<file path="src/rtl/inv_park_transform.sv">
// Inverse Park transform (d,q,theta -> alpha,beta) in Q1.15.
// One shared multiplier is stepped through four products by a small FSM.
module inv_park_transform (
  input  logic               clk,
  input  logic               rst,
  input  logic signed [15:0] d,
  input  logic signed [15:0] q,
  input  logic        [15:0] theta,
  input  logic               in_valid,
  output logic               in_ready,
  output logic signed [15:0] alpha,
  output logic signed [15:0] beta,
  output logic               out_valid,
  input  logic               out_ready
);

  typedef enum logic [2:0] {IDLE, LUT, M0, M1, M2, M3, OUT} state_t;

  // Quarter-wave table: round(32767*sin(2*pi*i/256)) for i = 0..64.
  localparam logic signed [15:0] QSIN [0:64] = '{
    16'sd0,     16'sd804,   16'sd1608,  16'sd2410,  16'sd3212,  16'sd4011,  16'sd4808,  16'sd5602,
    16'sd6393,  16'sd7179,  16'sd7962,  16'sd8739,  16'sd9512,  16'sd10278, 16'sd11039, 16'sd11793,
    16'sd12539, 16'sd13279, 16'sd14010, 16'sd14732, 16'sd15446, 16'sd16151, 16'sd16846, 16'sd17530,
    16'sd18204, 16'sd18868, 16'sd19519, 16'sd20159, 16'sd20787, 16'sd21403, 16'sd22005, 16'sd22594,
    16'sd23170, 16'sd23731, 16'sd24279, 16'sd24811, 16'sd25329, 16'sd25832, 16'sd26319, 16'sd26790,
    16'sd27245, 16'sd27683, 16'sd28105, 16'sd28510, 16'sd28898, 16'sd29268, 16'sd29621, 16'sd29956,
    16'sd30273, 16'sd30571, 16'sd30852, 16'sd31113, 16'sd31356, 16'sd31580, 16'sd31785, 16'sd31971,
    16'sd32137, 16'sd32285, 16'sd32412, 16'sd32521, 16'sd32609, 16'sd32678, 16'sd32728, 16'sd32757,
    16'sd32767
  };

  function automatic logic signed [15:0] sin_lut(input logic [7:0] k);
    logic [6:0]         idx;
    logic signed [15:0] m;
    idx = k[6] ? (7'd64 - {1'b0, k[5:0]}) : {1'b0, k[5:0]};
    m   = QSIN[idx];
    return k[7] ? -m : m;
  endfunction

  // Round half up by adding 0.5 LSB before the arithmetic shift, then clamp.
  function automatic logic signed [15:0] round_sat(input logic signed [32:0] s);
    logic signed [33:0] t;
    logic signed [18:0] r;
    t = 34'(s) + 34'sd16384;
    r = 19'(t >>> 15);
    if (r > 19'sd32767)       return 16'sh7fff;
    else if (r < -19'sd32768) return 16'sh8000;
    else                      return r[15:0];
  endfunction

  state_t             state, state_next;
  logic signed [15:0] d_r, q_r, sin_r, cos_r, mul_a, mul_b;
  logic        [7:0]  k_r;
  logic signed [31:0] p_dcos, p_qsin, p_dsin, prod;
  logic signed [32:0] alpha_sum, beta_sum;

  // Angle bits below the table resolution are intentionally dropped.
  logic unused_theta_lsb;
  assign unused_theta_lsb = ^theta[7:0];

  // Handshake: a transfer happens on an edge where valid and ready are both 1.
  assign in_ready = (state == IDLE) && !rst;

  always_ff @(posedge clk or posedge rst) begin
    if (rst) state <= IDLE;
    else     state <= state_next;
  end

  always_comb begin
    state_next = state;
    case (state)
      IDLE:    if (in_valid) state_next = LUT;
      LUT:     state_next = M0;
      M0:      state_next = M1;
      M1:      state_next = M2;
      M2:      state_next = M3;
      M3:      state_next = OUT;
      OUT:     if (out_ready) state_next = IDLE;
      default: state_next = IDLE;
    endcase
  end

  always_comb begin
    mul_a = '0;
    mul_b = '0;
    case (state)
      M0:      begin mul_a = d_r; mul_b = cos_r; end
      M1:      begin mul_a = q_r; mul_b = sin_r; end
      M2:      begin mul_a = d_r; mul_b = sin_r; end
      M3:      begin mul_a = q_r; mul_b = cos_r; end
      default: ;
    endcase
  end

  assign prod      = 32'(mul_a) * 32'(mul_b);
  assign alpha_sum = 33'(p_dcos) - 33'(p_qsin);
  // q*cos is consumed straight off the multiplier in M3.
  assign beta_sum  = 33'(p_dsin) + 33'(prod);

  always_ff @(posedge clk or posedge rst) begin
    if (rst) begin
      d_r       <= '0;
      q_r       <= '0;
      k_r       <= '0;
      sin_r     <= '0;
      cos_r     <= '0;
      p_dcos    <= '0;
      p_qsin    <= '0;
      p_dsin    <= '0;
      alpha     <= '0;
      beta      <= '0;
      out_valid <= 1'b0;
    end else begin
      case (state)
        IDLE: if (in_valid) begin
          d_r <= d;
          q_r <= q;
          k_r <= theta[15:8];
        end
        LUT: begin
          sin_r <= sin_lut(k_r);
          cos_r <= sin_lut(k_r + 8'd64);
        end
        M0: p_dcos <= prod;
        M1: p_qsin <= prod;
        M2: p_dsin <= prod;
        M3: begin
          alpha     <= round_sat(alpha_sum);
          beta      <= round_sat(beta_sum);
          out_valid <= 1'b1;
        end
        OUT: if (out_ready) out_valid <= 1'b0;
        default: ;
      endcase
    end
  end

endmodule

</file>
<file path="config.mk">
export PLATFORM = sky130hd
export DESIGN_NAME = inv_park_transform
export DESIGN_NICKNAME = d
export VERILOG_FILES = /design/src/rtl/inv_park_transform.sv
export SDC_FILE = /design/constraint.sdc
export NUM_CORES = 1
export LEC_CHECK = 0
export BUFFER_PORTS_ARGS = -buffer_cell sky130_fd_sc_hd__buf_2
export CAP_MARGIN = 40
export CORE_MARGIN = 10
export CORE_UTILIZATION = 32
export CTS_BUF_LIST = sky130_fd_sc_hd__clkbuf_2 sky130_fd_sc_hd__clkbuf_4 sky130_fd_sc_hd__clkbuf_8
export DETAILED_ROUTE_END_ITERATION = 12
export PLACE_DENSITY = 0.5
export RECOVER_POWER = 25
export SLEW_MARGIN = 10
export SYNTH_ARGS = -nofsm -noshare
export SYNTH_HDL_FRONTEND = slang
export SYNTH_SLANG_ARGS = --single-unit
</file>
<file path="constraint.sdc">
create_clock -name clk -period 13 [get_ports clk]
set_input_delay 0.65 -clock clk [delete_from_list [all_inputs] [get_ports clk]]
set_output_delay 0.65 -clock clk [all_outputs]
set_load 0.01 [all_outputs]
</file>
==> results.toml, run 1 <==
[outcome]
status = "finished with violations"
violations = "max-capacitance violations, max-slew violations"

[floorplan]
rows = 105
die_h_um = 307
core_area_mm2 = 0.0820
die_area_mm2 = 0.0944
fp.dieW_um = 307
start_util = 0.322
ios = 86

[clock_tree]
numCtsBuffers = 40
cts_hold_buf = 0
postCtsSetupBuffers = 0
ctsLongestPathBuffers = 3
htreeDepth = 2
insertion_delay_ns = 0.63
clk_pin_slew_worst_paths_ns = 0.06
ctsRootBufferMaster = "clkbuf_8"
cts_tree = "done"
postCtsResizedCells = 0
cts_sinks = 204

[worst_setup_path]
crit_buf_inv = 7
cp_common_cell = "fa_1"
crit_path_end_kind = "flip-flop"
crit_path_top_delay_cell = "a22oi_1"
critPathKind = "flip-flop to flip-flop"
slowest_delay_ns = 0.78
critPathRequiredTime_ns = 13.49
worstPathArrival_ns = 12.29
start_kind = "flip-flop"
cp_top_family = "adder cells"
crit_path_max_fanout = 63

[cells_and_area]
drive_gt1_frac = 0.109
fin_cells = 4193
multiInputGateArea_mm2 = 0.0189
nNetsFinal = 3642
finish.instance_area_mm2 = 0.0286
register_area_mm2 = 0.00511
fill_cells = 8767
area_growth_pct = 8.36

[routing]
ant_nets = 0
num_vias = 21300
drc = 0
drt_iter0_markers = 1410
drt-wirelength-per-cell_um = 18.0
wirelength_um = 75300
first_pass_iters = 5
viasPerCell = 5.08

[placed_design]
dp_hpwl_um = 58500
placed_area_mm2 = 0.0278
gp_congestion = 0.899
port_buffers = 77
placed_cells = 4122

[global_route]
grt_max_degree = 102
met3_usage = 0.0232
antenna_found_initial = 4
grt_util_met2 = 0.263
use_met1 = 0.219
grt_pass1_vias = 21500
grt_usage = 0.160
grt_pass1_wl_um = 122000
busiest_layer = "met2"
grt_overflow = 0

[timing]
rsz0062_at_grt = "no"
hold_viol = 0
clock_skew_ns = 0.0480
setup_tns_ns = 0
relSlewSlack = -2.13
post-route-min-period_ns = 11.80
fin_crit_sh = 0.908
tightest_slew_ns = 4.67
fmax_mhz = 84.8
report.final.slew_viol_count = 157
setup_viol = 0

[synthesis]
syn_avg_cell_area_um2 = 8.54
ys_async_sr_fraction = 1.00
synth_top_area_frac = 0.199
netlist_instances = 3093
synth_seq_cells = 204
synthFlopType = "dfrtp_1"
yosysWarnings = 0
netlist-cell-type-count = 112
yosysTopAreaCell = "fa_1"
yosys-top-cells-count = "inv_1, nand2_1, fa_1"
yosysSeqAreaShare = 0.193
synth.net_count = 3640
synth_edf_count = 0
yosysMostFrequentCell = "inv_1"
synth_area_leaders = "fa_1, dfrtp_1, ha_1"
netlist_area_mm2 = 0.0264

[worst_hold_path]
hold_path_class = "input port to flip-flop"

[job]
drv_cap = 2
## logic make-up after synthesis
| group | count (synthesis) | share of synthesized area |
|---|---|---|
| xor gates and xnor gates | 106 | 0.0360 |
| AOI/OAI and AO/OA | 738 | 0.187 |
| muxes | 74 | 0.0310 |
| and+or+nand+nor | 884 | 0.153 |
| DFF | 204 | 0.193 |
| adders and majority gates | 495 | 0.309 |
| buffers and inverters | 592 | 0.0905 |
## registers in the layout, summed over array words and instances, names as in the netlist
name / count
alpha: 16
beta: 16
cos_r: 16
d_r: 16
k_r: 8
out_valid: 1
p_dcos: 32
p_dsin: 32
p_qsin: 32
q_r: 16
sin_r: 16
state: 3
## cell usage in the layout, fill, tap and decap left out, types with 49 or more instances in the layout
master     n
xnor2_1   52
o21ai_0  213
ha_1     233
buf_4     52
a21oi_1  134
inv_1    412
nor2_1   233
nand2_1  369
xor2_1    49
nand3_1   62
fa_1     262
buf_2     78
dfrtp_1  202
mux2_2    63
## layer usage
layer | vias to the layer above | share of wire
met3 | 88 | 0.045
li1 | 10500 | -
met1 | 10300 | 0.47
met5 | - | 0.000093
met4 | 2 | 0.018
met2 | 475 | 0.46
## layout make-up
type                       instances  area share
antenna                            1   0.0000875
sequential                       204       0.178
clock inverter                    11     0.00385
inverter                         417      0.0547
tap                             1070      0.0468
clock buffer                      58      0.0257
multi-input combinational       2297       0.662
timing repair buffer             135      0.0286
## worst reg2reg max path, delay by kind of cell (launching register included)
| kind | cells | cell delay (ns) |
|---|---|---|
| AND/OR/NAND/NOR | 7 | 1.95 |
| XOR/XNOR | 1 | 0.47 |
| flip-flops | 1 | 0.65 |
| adder cells (fa/ha/maj) | 9 | 4.01 |
| AO/OA/AOI/OAI | 13 | 3.44 |
| buffers and inverters | 7 | 1.10 |
## through the flow
stage / util / setup slack [ns] / hold slack [ns]
after floorplan: - / 3.01 / 0.441
final: 0.349 / 1.20 / 0.220
after global placement: 0.338 / 0.967 / 0.456
after global routing: 0.349 / 0.388 / 0.211
after CTS: 0.349 / 1.13 / 0.160
after detailed placement: 0.339 / 1.18 / 0.465
## final timing paths
path | from | end | cells past startpoint | slack (ns)
worst max-delay path | state[2]$_DFFE_PP0P_ | beta[0]$_DFFE_PP0P_ | 37 | 1.20
worst min-delay path | theta[14] | k_r[6]$_DFFE_PP0P_ | 3 | 0.22
worst max register to register | state[2]$_DFFE_PP0P_ | beta[0]$_DFFE_PP0P_ | 37 | 1.20
worst min register to register | cos_r[0]$_DFFE_PP0P_ | cos_r[0]$_DFFE_PP0P_ | 2 | 0.48
max in group asynchronous | rst | alpha[7]$_DFFE_PP0P_ | 4 | 7.08
min in group asynchronous | rst | q_r[14]$_DFFE_PP0P_ | 2 | 1.44
Power of run 1 is left out: the tool's default activity adds up to more than one toggle a clock period on the data nets, which glitch-free logic cannot reach.
==> run 2: changes to the inputs <==
- CORE_UTILIZATION: 32 -> 65
- PLACE_DENSITY: 0.5 -> 0.86
==> run 2 against run 1 <==
The run still ends with max-capacitance violations, max-slew violations left. Maximum frequency increased by 0.42%. Count of clock-buffer cells in the layout decreased by 4. Critical endpoint is now beta[4]$_DFFE_PP0P_. Non-clock buffer count decreased by 16.
==> results.toml, run 2 (same netlist as run 1, synthesis figures left out) <==
[global_route]
grt_overflow = 0
grt_pass1_vias = 23200
antenna_found_initial = 0
grt_usage = 0.291
grt_pass1_wl_um = 119000
grt_max_degree = 78

[timing]
setup_tns_ns = 0
relSlewSlack = -1.26
clock_skew_ns = 0.0334
tightest_slew_ns = 3.38
hold_viol = 0
fin_crit_sh = 0.904
fmax_mhz = 85.1
rsz0062_at_grt = "no"
report.final.slew_viol_count = 138
setup_viol = 0
post-route-min-period_ns = 11.75

[routing]
first_pass_iters = 7
ant_nets = 0
num_vias = 22900
drt_iter0_markers = 2689
wirelength_um = 72700
viasPerCell = 6.32
drt-wirelength-per-cell_um = 20.1
drc = 0

[floorplan]
die_h_um = 222
rows = 73
ios = 86
start_util = 0.662
die_area_mm2 = 0.0491
fp.dieW_um = 222
core_area_mm2 = 0.0399

[cells_and_area]
nNetsFinal = 3624
layout_common_cells = "inv_1, nand2_1, fa_1"
drive_gt1_frac = 0.102
n_antenna_cell = 0
finish.instance_area_mm2 = 0.0278
reg.largest.list = "p_dcos (32), p_dsin (32), p_qsin (32)"
final_common_cell = "inv_1"
area_growth_pct = 5.15
fill_cells = 3095

[clock_tree]
postCtsSetupBuffers = 0
numCtsBuffers = 38
htreeDepth = 2
cts_hold_buf = 0
cts_sinks = 204
insertion_delay_ns = 0.60
postCtsResizedCells = 0
ctsLongestPathBuffers = 3
cts_tree = "done"
clk_pin_slew_worst_paths_ns = 0.06
ctsRootBufferMaster = "clkbuf_8"

[placed_design]
placed_area_mm2 = 0.0270
gp_congestion = 0.998
dp_hpwl_um = 55800
port_buffers = 77

[job]
drv_cap = 2

[worst_setup_path]
worstPathArrival_ns = 12.27
critPathRequiredTime_ns = 13.52
cp_common_cell = "fa_1"
slowest_delay_ns = 0.70
crit_path_top_delay_cell = "nor2_1"
critPathKind = "flip-flop to flip-flop"
crit_path_max_fanout = 25
start_kind = "flip-flop"
crit_path_end_kind = "flip-flop"

[outcome]
violations = "max-capacitance violations, max-slew violations"
status = "finished with violations"

[worst_hold_path]
hold_path_class = "input port to flip-flop"
run 2: changes by cell type in the layout (fill, tap and decap cells not counted), sizes merged:
cell,previous run,this run
buf,132,116
clkbuf,61,57
clkinv,8,5
diode,1,0
run 2: routing by layer:
layer / track usage / part of all wire
met5: 0 / 0
met1: 0.370 / 0.40
met4: 0.132 / 0.046
met3: 0.0635 / 0.098
met2: 0.468 / 0.46
run 2: through the flow:
step	setup slack [ns]	hold slack [ns]	cells	utilization
2_1_floorplan	3.01	0.441	3093	-
3_3_place_gp	1.35	0.457	3556	0.675
3_5_place_dp	1.34	0.466	3561	0.677
4_1_cts	1.34	0.140	3623	0.696
5_1_grt	0.399	0.280	3624	0.696
6_report	1.25	0.267	3624	0.696
run 2: final cells by class:
type | count | area [um^2] | area share
clock buffer | 54 | 693 | 0.0250
clock inverter | 8 | 75.1 | 0.00270
inverter | 417 | 1570 | 0.0564
multi-input combinational | 2297 | 18900 | 0.682
sequential | 204 | 5110 | 0.184
tap | 525 | 657 | 0.0237
timing repair buffer | 119 | 736 | 0.0265
run 2: worst paths after layout:
kind	startpoint	slack, ns	depth (start not counted)	endpoint
worst min register to register	cos_r[0]$_DFFE_PP0P_	0.47	2	cos_r[0]$_DFFE_PP0P_
worst max-delay path	state[0]$_DFFE_PP0P_	1.25	38	beta[4]$_DFFE_PP0P_
min in group asynchronous	rst	1.06	2	d_r[0]$_DFFE_PP0P_
worst min-delay path	theta[14]	0.27	3	k_r[6]$_DFFE_PP0P_
worst max register to register	state[0]$_DFFE_PP0P_	1.25	38	beta[4]$_DFFE_PP0P_
max in group asynchronous	rst	7.84	5	beta[4]$_DFFE_PP0P_
run 2: critical path: cells and delay by family (launching register included):
family	cells	cell delay, ns
xor gates and xnor gates	2	0.58
adders and majority gates	9	4.16
and+or+nand+nor	9	2.79
buffers and inverters	5	0.49
AOI/OAI and AO/OA	13	3.14
DFF	1	0.51
Power of run 2 is left out for the same reason.
